--- src/rtl/gray_fetch_pkg.sv ---
// gray_fetch_pkg: state encoding, drain length and default frame geometry for gray_fetcher
package gray_fetch_pkg;
   typedef enum logic [1:0] {IDLE, FETCH, DRAIN, DONE} state_t;
   localparam int DRAIN_CYCLES = 2;
   localparam int IMG_W_DEF    = 128;
   localparam int IMG_H_DEF    = 128;
   localparam int ADDR_W_DEF   = 14;
   localparam int DATA_W_DEF   = 8;
endpackage

--- src/rtl/up_counter.sv ---
// up_counter: counter with synchronous clear taking priority over enable
module up_counter #(
   parameter int WIDTH = 8
) (
   input  logic             clk,
   input  logic             rst,
   input  logic             en,
   input  logic             clr,
   output logic [WIDTH-1:0] q
);
   always_ff @(posedge clk)
      if (rst || clr) q <= '0;
      else if (en) q <= q + 1'b1;
endmodule

--- src/rtl/gray_fetcher.sv ---
// gray_fetcher: raster-scan reader of the host gray image, streaming row/col-tagged pixels.
// Defining GRAY_FETCH_STALL_EN adds a stall input that pauses requests while fetching.
module gray_fetcher
   import gray_fetch_pkg::*;
#(
   parameter int IMG_W  = IMG_W_DEF,
   parameter int IMG_H  = IMG_H_DEF,
   parameter int ADDR_W = ADDR_W_DEF,
   parameter int DATA_W = DATA_W_DEF,
   parameter int COL_W  = $clog2(IMG_W),
   parameter int ROW_W  = $clog2(IMG_H)
) (
   input  logic              clk,
   input  logic              rst,
   input  logic              gray_ready,
`ifdef GRAY_FETCH_STALL_EN
   input  logic              stall,
`endif
   output logic              gray_req,
   output logic [ADDR_W-1:0] gray_addr,
   input  logic [DATA_W-1:0] gray_data,
   output logic [DATA_W-1:0] pix_data,
   output logic              pix_valid,
   output logic [COL_W-1:0]  pix_col,
   output logic [ROW_W-1:0]  pix_row,
   output logic              frame_done
);
   localparam int NPIX = IMG_W * IMG_H;
   state_t state_q, state_d;
   logic armed_q, armed_d;
   logic [1:0] drn_q, drn_d;
   logic [ADDR_W-1:0] count_q;
   logic last_req, col_wrap;
   logic [COL_W-1:0] col_q, col_d, col1_q, pix_col_q;
   logic [ROW_W-1:0] row_q, row_d, row1_q, pix_row_q;
   logic v1_q, pix_valid_q;
   logic [DATA_W-1:0] pix_data_q;
`ifdef GRAY_FETCH_STALL_EN
   assign gray_req = state_q == FETCH && !stall;
`else
   assign gray_req = state_q == FETCH;
`endif
   assign gray_addr  = count_q;
   assign last_req   = gray_req && count_q == ADDR_W'(NPIX - 1);
   assign frame_done = state_q == DONE;
   assign pix_valid  = pix_valid_q;
   assign pix_data   = pix_data_q;
   assign pix_col    = pix_col_q;
   assign pix_row    = pix_row_q;
   up_counter #(.WIDTH(ADDR_W)) u_addr_cnt (
      .clk(clk),
      .rst(rst),
      .en (gray_req),
      .clr(last_req),
      .q  (count_q)
   );
   // Request-side tags track the address counter so they wrap with it at frame end.
   assign col_wrap = col_q == COL_W'(IMG_W - 1);
   assign col_d = !gray_req ? col_q : col_wrap ? '0 : col_q + 1'b1;
   assign row_d = !(gray_req && col_wrap) ? row_q :
                  row_q == ROW_W'(IMG_H - 1) ? '0 : row_q + 1'b1;
   always_comb begin
      state_d = state_q == IDLE  ? (gray_ready && armed_q ? FETCH : IDLE) :
                state_q == FETCH ? (last_req ? DRAIN : FETCH) :
                state_q == DRAIN ? (drn_q == 2'(DRAIN_CYCLES - 1) ? DONE : DRAIN) : IDLE;
      armed_d = !gray_ready || (armed_q && state_q != IDLE);
      drn_d   = state_q == DRAIN ? drn_q + 2'd1 : 2'd0;
   end
   always_ff @(posedge clk) begin
      if (rst) begin
         state_q     <= IDLE;
         armed_q     <= 1'b1;
         drn_q       <= '0;
         col_q       <= '0;
         row_q       <= '0;
         v1_q        <= 1'b0;
         col1_q      <= '0;
         row1_q      <= '0;
         pix_valid_q <= 1'b0;
         pix_data_q  <= '0;
         pix_col_q   <= '0;
         pix_row_q   <= '0;
      end else begin
         state_q     <= state_d;
         armed_q     <= armed_d;
         drn_q       <= drn_d;
         col_q       <= col_d;
         row_q       <= row_d;
         v1_q        <= gray_req;
         col1_q      <= col_q;
         row1_q      <= row_q;
         pix_valid_q <= v1_q;
         if (v1_q) begin
            pix_data_q <= gray_data;
            pix_col_q  <= col1_q;
            pix_row_q  <= row1_q;
         end
      end
   end
endmodule
--- config.mk ---
export PLATFORM = sky130hd
export DESIGN_NAME = gray_fetcher
export DESIGN_NICKNAME = d
export VERILOG_FILES = /design/src/rtl/gray_fetch_pkg.sv /design/src/rtl/up_counter.sv /design/src/rtl/gray_fetcher.sv
export SDC_FILE = /design/constraint.sdc
export NUM_CORES = 1
export LEC_CHECK = 0
export ABC_AREA = 1
export CAP_MARGIN = 20
export CELL_PAD_IN_SITES_DETAIL_PLACEMENT = 0
export CELL_PAD_IN_SITES_GLOBAL_PLACEMENT = 1
export CORE_MARGIN = 2
export CORE_UTILIZATION = 37
export CTS_CLUSTER_SIZE = 16
export DETAILED_ROUTE_END_ITERATION = 12
export GPL_TIMING_DRIVEN = 0
export PLACE_DENSITY = 0.78
export SYNTH_ARGS = -nofsm -noshare
export SYNTH_HDL_FRONTEND = slang
export SYNTH_SLANG_ARGS = --single-unit
export TNS_END_PERCENT = 100
--- constraint.sdc ---
create_clock -name clk -period 1.4 [get_ports clk]
set_input_delay 0.28 -clock clk [delete_from_list [all_inputs] [get_ports clk]]
set_output_delay 0.28 -clock clk [all_outputs]
set_load 0.1 [all_outputs]
==> flow_metrics.tcl, run 1 <==
set metrics [dict create \
    first_pass_iters 4 \
    start_kind "flop" \
    ant_nets 0 \
    worst_slew_pin_slew_ps 511.7 \
    num_rows 31 \
    die_area_mm2 0.008178 \
    grt_pass1_wl_mm 10.83 \
    fin_crit_ps 1420 \
    ff2ff_path_depth 6 \
    routedWlPerCell_um 12.17 \
    relSlewSlack 0.6589 \
    hold_path_end "pix_valid" \
    min-delay-path-class "in -> reg" \
    dieHeight_um 90.43 \
    synth_warnings 0 \
    yosys.area.top_type "dfxtp_1" \
    cts_tree "done" \
    multi_input_area_mm2 0.001244 \
    hold_viol_final 0 \
    worst_slack_ps -19.92 \
    htree_num_levels 3 \
    max_freq_mhz 704.3 \
    clk_latency_ps 350 \
    ys_seq_area_frac 0.5143 \
    wl_mm 6.450 \
    ys_seq_elements 71 \
    grt_max_degree 13 \
    fin_crit_sh 1.014 \
    reg2reg_from "col_q[0]" \
    grt_overflow 0 \
    gp_congestion 0.8281 \
    drcViolationCount 0 \
    worstPathMaxFanout 5 \
    viasPerCell 4.604 \
    drt_iter0_drc 108 \
    synth.net_count 372 \
    ir_drop_mv 0.4381 \
    nNetsFinal 441 \
    fillers 730 \
    hpwl_mm 4.325 \
    worstSetupPathType "reg -> out" \
    cp.arrival_ps 1140 \
    dp_slack_ps -879.5 \
    cts_buffers 9 \
    grt.total_usage 0.1648 \
    stdcell_count 530 \
    yosys.cell_types.count 28 \
    clk_pin_slew_ps 70 \
    rrSetupSlack_ps 80 \
    diodes 0 \
    clock_sinks 71 \
    status "finished with violations" \
    synth_area_per_cell_um2 7.742 \
    cts_hold_buf 0 \
    register_area_mm2 0.001484 \
    max_cap_violations 0 \
    layout-drive-gt1-share 0.2738 \
    antenna_found_initial 0 \
    path_cells "inv_4, nor2_4, buf_6, buf_12" \
    port_buffers 48 \
    floorplan.initialDensity 0.3811 \
    hold_start "rst" \
    die_x_um 90.43 \
    syn_area_mm2 0.002764 \
    p_leak_nw 1.592 \
    synthToLayoutAreaGrowth_pct 38.25 \
    setup_violations 1 \
    fin_skew_ps 7.947 \
    violations "negative setup slack" \
    drv_slew 0 \
    synthCells 357 \
    ys_top_cells_by_area "dfxtp_1, nor2_1, nand2_1" \
    synth_top_cell_area_share 0.5143 \
    core_area_mm2 0.007253 \
    grt_pass1_vias 2211 \
    critPathMaxStageDelay_ps 380 \
    io_pins 50 \
    vias 2440 \
    slowest_stage "dfxtp_4" \
    root_buffer "clkbuf_8" \
    rsz0062_at_grt "yes" \
    end_kind "primary output" \
    cp_data_required_time_ps 1120 \
    r2r_end "row_q[5]" \
    powerDensity_mw_per_mm2 1264 \
    whs_path_depth 2 \
    placed_cells 504 \
    clock_path_buffers 2 \
]
==> sequential cells by signal, indices dropped and copies added, names as in the netlist, 2 cells and up <==
signal,count
col1_q,7
row_q,7
pix_col,7
col_q,7
pix_row,7
u_addr_cnt.q,14
pix_data,8
state_q,2
row1_q,7
drn_q,2
==> report_power, final <==
group	leakage (nW)	switching, mW	internal, mW
combinational	0.881	0.634	0.220
clock	0.121	0.769	1.08
sequential	0.590	0.0511	2.08
total	1.59	1.45	3.38
==> synthesized netlist by cell type <==
library cell / instances
nand4_1: 6
buf_2: 3
inv_2: 2
xnor2_1: 1
dfxtp_1: 71
nor3b_1: 1
xor2_1: 5
nand2_1: 45
nor3_1: 1
or2_0: 2
buf_4: 2
nand3_1: 24
buf_1: 1
nand3_2: 1
o21ai_1: 3
a21oi_1: 16
clkbuf_1: 5
inv_1: 35
o21ai_0: 30
nor2_2: 3
nor2_4: 2
buf_6: 1
nor3_4: 1
nand2_2: 4
nor2_1: 85
ha_1: 4
nor3_2: 2
o22a_1: 1
==> final cells by class <==
type | instances | share of cell area
flip-flops and latches | 71 | 0.3883
well taps | 99 | 0.03242
multi-input cells | 237 | 0.3255
clock buffers | 13 | 0.04977
inverters | 37 | 0.03700
plain buffers | 12 | 0.01965
clock inverters | 3 | 0.01179
repair buffers | 58 | 0.1356
==> per-stage QoR <==
step           setup TNS (ps)  utilization  hold WS [ps]  cell area [um2]  total power, mW
3_5_place_dp           -15110       0.4763         419.1             3455            2.977
4_1_cts                -64.61       0.5003         274.4             3628            4.824
3_3_place_gp           -15010       0.4763         408.1             3455            2.971
5_1_grt                -74.79       0.5268         294.2             3821            5.045
2_1_floorplan          -755.0            -         364.2             2850            2.770
6_report               -19.92       0.5268         293.6             3821            4.832
==> cells by family (layout without fill, tap and decap cells) <==
kind of cell | Yosys count | after routing | synth area share
AND/OR/NAND/NOR | 177 | 177 | 0.2834
flip-flops | 71 | 71 | 0.5143
AO/OA/AOI/OAI | 50 | 50 | 0.09190
buffers and inverters | 49 | 123 | 0.07333
XOR/XNOR | 6 | 6 | 0.01901
adder cells (fa/ha/maj) | 4 | 4 | 0.01811
==> cells in the final DEF (no fill, tap or decap), drive strengths merged, types with 6 or more instances in the layout <==
master	instances
a21oi	16
buf	38
clkbuf	36
clkdlybuf4s50	9
dfxtp	71
inv	38
nand2	49
nand3	25
nand4	6
nor2	90
o21ai	33
==> worst max-delay path, delay by kind of cell, from the launching register on <==
kind | cells | cell delay (ps)
buf+inv | 3 | 330
flops | 1 | 380
simple gates | 1 | 90
==> metal layers <==
metal,share of wire,vias to the layer above,track usage
met1,0.48,1098,0.2172
met3,0.042,11,0.03589
met5,0,-,0
met2,0.46,49,0.2581
li1,-,1282,-
met4,0.020,0,0.07692
==> worst max path at each step <==
stage	from	endpoint	slack [ps]
3_5_place_dp	state_q[0]	gray_req	-880
5_1_grt	state_q[0]	gray_req	-70
4_1_cts	state_q[0]	gray_req	-60
3_3_place_gp	state_q[0]	gray_req	-880
2_1_floorplan	u_addr_cnt.q[1]	u_addr_cnt.q[9]	-80
6_report	state_q[0]	gray_req	-20
==> repair_timing <==
item	CTS	global route
pin swaps	2	9
gates resized for setup	235	33
cloned	0	1
setup endpoints to repair	49	39
buffers inserted	3	6
Note: power is estimated with default switching activity, not from simulation.
==> inputs of run 2 (changes only) <==
--- a/config.mk
+++ b/config.mk
@@ -11,6 +11,7 @@
 export CELL_PAD_IN_SITES_GLOBAL_PLACEMENT = 1
 export CORE_MARGIN = 2
 export CORE_UTILIZATION = 37
+export CTS_CLUSTER_DIAMETER = 150
 export CTS_CLUSTER_SIZE = 16
 export DETAILED_ROUTE_END_ITERATION = 12
 export GPL_TIMING_DRIVEN = 0
==> results of run 2 <==
Same layout as run 1: the final DEF is identical, and so are final timing and power.
